### config.mk
export PLATFORM = sky130hd
export DESIGN_NAME = hdec_thermo_encoder
export DESIGN_NICKNAME = d
export VERILOG_FILES = /design/src/rtl/hdec_thermo_encoder.sv
export SDC_FILE = /design/constraint.sdc
export NUM_CORES = 1
export LEC_CHECK = 0
export CORE_MARGIN = 4
export CORE_UTILIZATION = 52
export CTS_BUF_LIST = sky130_fd_sc_hd__clkbuf_8
export DETAILED_ROUTE_END_ITERATION = 10
export PLACE_DENSITY = 0.8
export SLEW_MARGIN = 20
export SYNTH_ARGS = -nofsm -noshare
export SYNTH_HDL_FRONTEND = slang
export SYNTH_SLANG_ARGS = --single-unit
### constraint.sdc
create_clock -name clk -period 1.6 [get_ports clk]
set_input_delay 0.32 -clock clk [delete_from_list [all_inputs] [get_ports clk]]
set_output_delay 0.32 -clock clk [all_outputs]
set_load 0.05 [all_outputs]
### src/rtl/hdec_thermo_encoder.sv
// Pipelined thermometer-to-binary encoder: K-stage binary search with a global stall.
// Define HDEC_THERMO_ENCODER_CHECK_EN to flag input words that are not legal thermometer codes.
module hdec_thermo_encoder #(
    parameter int K = 3
) (
    input  logic           clk,
    input  logic           rst_n,
    input  logic           in_valid,
    output logic           in_ready,
    input  logic [2**K-1:0] in_therm,
    output logic           out_valid,
    input  logic           out_ready,
    output logic [K:0]     out_count,
    output logic           out_err
);

    localparam int W  = 2 ** K;
    // Only stages that feed a later search step need their own copy of the word.
    localparam int NW = (K > 1) ? K - 1 : 1;

    logic             advance;
    logic [K-1:0]     valid_q;
    logic [K-1:0]     full_q;
    logic [W-1:0]     word_q [NW];
    logic [K-1:0]     r_q    [K];
    logic [K-1:0]     r_next [K];
    logic [K-1:0]     step;
    logic [K-1:0]     probe;

    assign advance  = ~valid_q[K-1] | out_ready;
    assign in_ready = advance;

    // NOTE: every variable written here gets a default first, so no latch is inferred.
    always_comb begin
        step      = '0;
        probe     = '0;
        r_next[0] = in_therm[W/2-1] ? K'(W / 2) : '0;
        for (int s = 1; s < K; s++) begin
            step      = K'(1) << (K - 1 - s);
            probe     = r_q[s-1] + step - K'(1);
            r_next[s] = word_q[s-1][probe] ? r_q[s-1] + step : r_q[s-1];
        end
    end

    // NOTE: sequential state uses non-blocking assignments only; the array
    // registers are cleared in reset too, so no X data ever reaches out_count.
    always_ff @(posedge clk or negedge rst_n) begin
        if (!rst_n) begin
            valid_q <= '0;
            full_q  <= '0;
            for (int s = 0; s < NW; s++) word_q[s] <= '0;
            for (int s = 0; s < K; s++)  r_q[s]    <= '0;
        end else if (advance) begin
            valid_q[0] <= in_valid;
            full_q[0]  <= &in_therm;
            word_q[0]  <= in_therm;
            r_q[0]     <= r_next[0];
            for (int s = 1; s < K; s++) begin
                valid_q[s] <= valid_q[s-1];
                full_q[s]  <= full_q[s-1];
                r_q[s]     <= r_next[s];
            end
            for (int s = 1; s < K - 1; s++) word_q[s] <= word_q[s-1];
        end
    end

    assign out_valid = valid_q[K-1];
    assign out_count = full_q[K-1] ? (K+1)'(W) : {1'b0, r_q[K-1]};

`ifdef HDEC_THERMO_ENCODER_CHECK_EN
    logic [K-1:0] err_q;
    logic [W:0]   ext_word;
    logic         err_in;

    // Extended by one bit so that all-ones + 1 carries out instead of wrapping.
    assign ext_word = {1'b0, in_therm};
    assign err_in   = |((ext_word + (W+1)'(1)) & ext_word);

    always_ff @(posedge clk or negedge rst_n) begin
        if (!rst_n) begin
            err_q <= '0;
        end else if (advance) begin
            err_q[0] <= err_in;
            for (int s = 1; s < K; s++) err_q[s] <= err_q[s-1];
        end
    end

    assign out_err = err_q[K-1];
`else
    assign out_err = 1'b0;
`endif

endmodule
; ---- Word level (Yosys, flattened, before mapping)
; Index checks and enable logic that the tools add are counted.
; Widths: inputs -> output; s select.
[word_totals]
reg_bits = 31
output_inout_bits = 7
wordCells = 24
[classes]
n_addsub = 4
n_lt_le_gt_ge = 2
mux = 8
bitwise = 2
n_reduce_logical = 1
[ops]
columns = operator, count
row1 = $mux 3, 3
row2 = $lt 3x4->1 const B, 2
row3 = $reduce_and 8->1, 1
row4 = $bmux 1 s3, 2
row5 = $sub 3x1->3 const B, 2
row6 = $mux 4, 1
row7 = $add 3x1->3 const B, 1
row8 = $add 3x2->3 const B, 1
row9 = $mux 1, 2
row10 = $not 1->1, 1
row11 = $or 1x1->1, 1

; ---- Depth between registers and ports, before layout
[depth]
ltp_word = 5
ltp_mapped = 5
depth_no_buf = 3

; ---- Worst setup path after synthesis
; OpenSTA, ideal clock, no wires.
[synth_timing]
kind = reg2reg
start = register valid_q[2]
end = register r_q[0] (netlist bit)
setup_time_ps = 125
arrival_ps = 1485
required_ps = 1475
path_slack_ps = -10
path_stages_with_launch = 6
n_path_buf = 2
period_less_slack_ps = 1610
cell_sequence = dfrtp_1 > nor2b_4 > buf_6 > inv_6 > buf_12 > mux2_4
[synth_via]
elab_chain_len = 2
[synth_lines]
columns = item, line
row1 = start: declaration, 22  ; logic [K-1:0] valid_q;
row2 = start signal: indexed assignment, 59  ; valid_q[s] <= valid_q[s-1];
row3 = $not 1->1, 30  ; assign advance = ~valid_q[K-1] | out_ready;
row4 = $or 1x1->1, 30
row5 = named net in_ready, 9  ; output logic in_ready,
row6 = end signal: indexed assignment, 61  ; r_q[s] <= r_next[s];
row7 = end: declaration, 25  ; logic [K-1:0] r_q [K];
; The timed path passes the listed nets, and every way through them passes these cells.
; A chain may end at the register's enable or synchronous reset.

; ---- Worst setup path in the final report
[layout_timing]
start = register valid_q[2]
end = output port in_ready
[layout_via]
elab_chain_len = 2
[layout_lines]
columns = item, line
row1 = $not 1->1, 30
row2 = $or 1x1->1, 30
row3 = end: declaration, 9
; Every way passes these cells.

==> impl_metrics.env <==
export IMPL_period_needed_ns=1.46
export IMPL_outcome="complete, no violations"
export IMPL_wl_per_cell_um=14.8
export IMPL_grt_pass1_wl_um=2710
export IMPL_cp_end_kind="primary output"
export IMPL_drc=0
export IMPL_num_antenna_cells=0
export IMPL_num_vias=525
export IMPL_overflow=0
export IMPL_portBuffers=17
export IMPL_coreArea_sq_um=1750
export IMPL_ys_types=15
export IMPL_routed_wl_um=1560
export IMPL_path_delay_family="flip-flops"
export IMPL_dpl_cell_area_sq_um=1180
export IMPL_final_common_cell="dfrtp_1"
export IMPL_place_congestion=0.698
export IMPL_crit_arrival_ns=1.14
export IMPL_cts_tree="built"
export IMPL_drive_gt1_frac=0.488
export IMPL_cts_sinks=22
export IMPL_rsz0062_at_grt="no"
export IMPL_antenna_found_initial=0
export IMPL_path_max_fanout=15
export IMPL_r2r_start="valid_q[2]$_DFFE_PN0P_"
export IMPL_clk_pin_slew_worst_paths_ns=0.07
export IMPL_die_w_um=51.1
export IMPL_r2r_cells=4
export IMPL_cap_violations=0
export IMPL_syn_nets=71
export IMPL_grt_start_max_net_pins=23
export IMPL_required_ns=1.28
export IMPL_hold_class="in2async"
export IMPL_crit_buf_inv=2
export IMPL_drtPass1Iterations=2
export IMPL_fin_ws_ns=0.144
export IMPL_slew_viol_final=0
export IMPL_critPathKind="reg2out"
export IMPL_layout_common_cells="21 x dfrtp_1, 13 x mux2_2, 10 x clkdlybuf4s50_1"
export IMPL_powerDensity_nw_per_um2=1580
export IMPL_track_usage=0.144
export IMPL_syn_area_sq_um=965
export IMPL_final_nets=93
export IMPL_areaGrowthSynthToFinish_pct=29.6
export IMPL_synthCells=59
export IMPL_ir_worst_vdd_v=0.000968
export IMPL_antenna_left=0
export IMPL_ioPinCount=19
export IMPL_yosys_warnings=0
export IMPL_fin_setup_tns_ns=0
export IMPL_clockRootBuffer="clkbuf_8"
export IMPL_setup_viol=0
export IMPL_initial_utilization=0.553
export IMPL_dp_hpwl_um=1190
export IMPL_drt_initial_drc_count=2
export IMPL_r2r_slack_ns=0.28
export IMPL_hold_buffers=0
export IMPL_die_h_um=51.1
export IMPL_p_leak_nw=0.572
export IMPL_grt_pass1_vias=615
export IMPL_cts_htree_levels=1
export IMPL_ys_seq_area_frac=0.571
export IMPL_reg2reg_to="word_q[14]$_DFFE_PN0P_"
export IMPL_clock_skew_ns=0.00132
export IMPL_design_area_sq_um=1250
export IMPL_rows=15
export IMPL_startpoint_type="flip-flop"
export IMPL_vias_per_cell=5.00
export IMPL_utilization=0.716
export IMPL_ys_seq_elements=22
export IMPL_p_total_mw=1.98
export IMPL_die_area_sq_um=2610
export IMPL_hold_viol=0
export IMPL_worstPathCellList="nor2b_4 > inv_8 > buf_6"
export IMPL_syn_area_per_cell_sq_um=16.4
export IMPL_clkLatencyLatePin_ns=0.26
export IMPL_fillers=117
export IMPL_fmaxAchievable_ghz=0.687
export IMPL_clockBufferDepth=2
export IMPL_pre_cts_slack_ns=-0.0340
export IMPL_fin_crit_sh=0.910
export IMPL_cts_made_buffers=3
export IMPL_slowest_stage="dfrtp_2"
export IMPL_slowest_delay_ns=0.42
-- worst max path at each step --
stage / startpoint / endpoint / slack [ns] / cells after the start
2_1_floorplan: valid_q[2]$_DFFE_PN0P_ / r_q[0]$_DFFE_PN0P_ / 0.14 / 5
3_3_place_gp: out_ready / in_ready / 0.003 / 4
3_5_place_dp: out_ready / word_q[14]$_DFFE_PN0P_ / -0.03 / 4
4_1_cts: out_ready / in_ready / 0.02 / 4
5_1_grt: valid_q[2]$_DFFE_PN0P_ / in_ready / 0.09 / 3
6_report: valid_q[2]$_DFFE_PN0P_ / in_ready / 0.14 / 3
-- cell type report --
type	count	area (sq um)	area share
Clock buffer	4	55.1	0.0440
Inverter	1	11.3	0.00901
Tap cell	25	31.3	0.0250
Sequential cell	22	552	0.441
Timing Repair Buffer	21	241	0.193
Multi-Input combinational cell	32	359	0.287
-- where the power goes --
group / total, mW / switching, mW / internal, mW / leakage (nW)
Clock: 0.392 / 0.173 / 0.219 / 0.0288
Sequential: 0.789 / 0.0884 / 0.701 / 0.262
Combinational: 0.799 / 0.356 / 0.442 / 0.281
Total: 1.98 / 0.617 / 1.36 / 0.572
-- flip-flops by register name, summed over array words and instances (netlist names) --
name / cells
full_q: 3
r_q: 4
valid_q: 3
word_q: 12
-- through the flow --
step / cells / hold slack (ns)
2_1_floorplan: 59 / 0.0244
3_3_place_gp: 100 / 0.453
3_5_place_dp: 100 / 0.455
4_1_cts: 104 / 0.414
5_1_grt: 105 / 0.430
6_report: 105 / 0.403
-- layer usage --
metal	GRT usage	up-vias	routed length, um	share of wire
met2	0.238	14	769	0.49
met1	0.165	260	681	0.44
met4	0.0807	0	32	0.021
li1	-	247	-	-
met3	0.0408	4	75	0.048
met5	0	-	0	0
-- kinds of logic (layout without fill, tap and decap cells) --
family	count (synthesis)	count (layout)	synth area share
AO/OA/AOI/OAI	1	1	0.00779
buffers and inverters	5	26	0.0571
flip-flops	22	22	0.571
multiplexers	22	22	0.300
other	1	1	0.00389
AND/OR/NAND/NOR	8	8	0.0610
-- cell usage after synthesis, drive strengths merged --
master / n / area, sq um
buf: 4 / 46.3
conb: 1 / 3.75
dfrtp: 22 / 551
inv: 1 / 8.76
mux2: 21 / 267
mux4: 1 / 22.5
nand2b: 1 / 6.26
nand3b: 1 / 7.51
nand4: 2 / 12.5
nor2b: 4 / 32.5
o31ai: 1 / 7.51
-- timing repair --
item                                    CTS  global route
endpoints found under the setup margin    1             1
buffers inserted                          0             1
gates resized for setup                   1             3
Note: power is estimated with default switching activity, not from simulation.
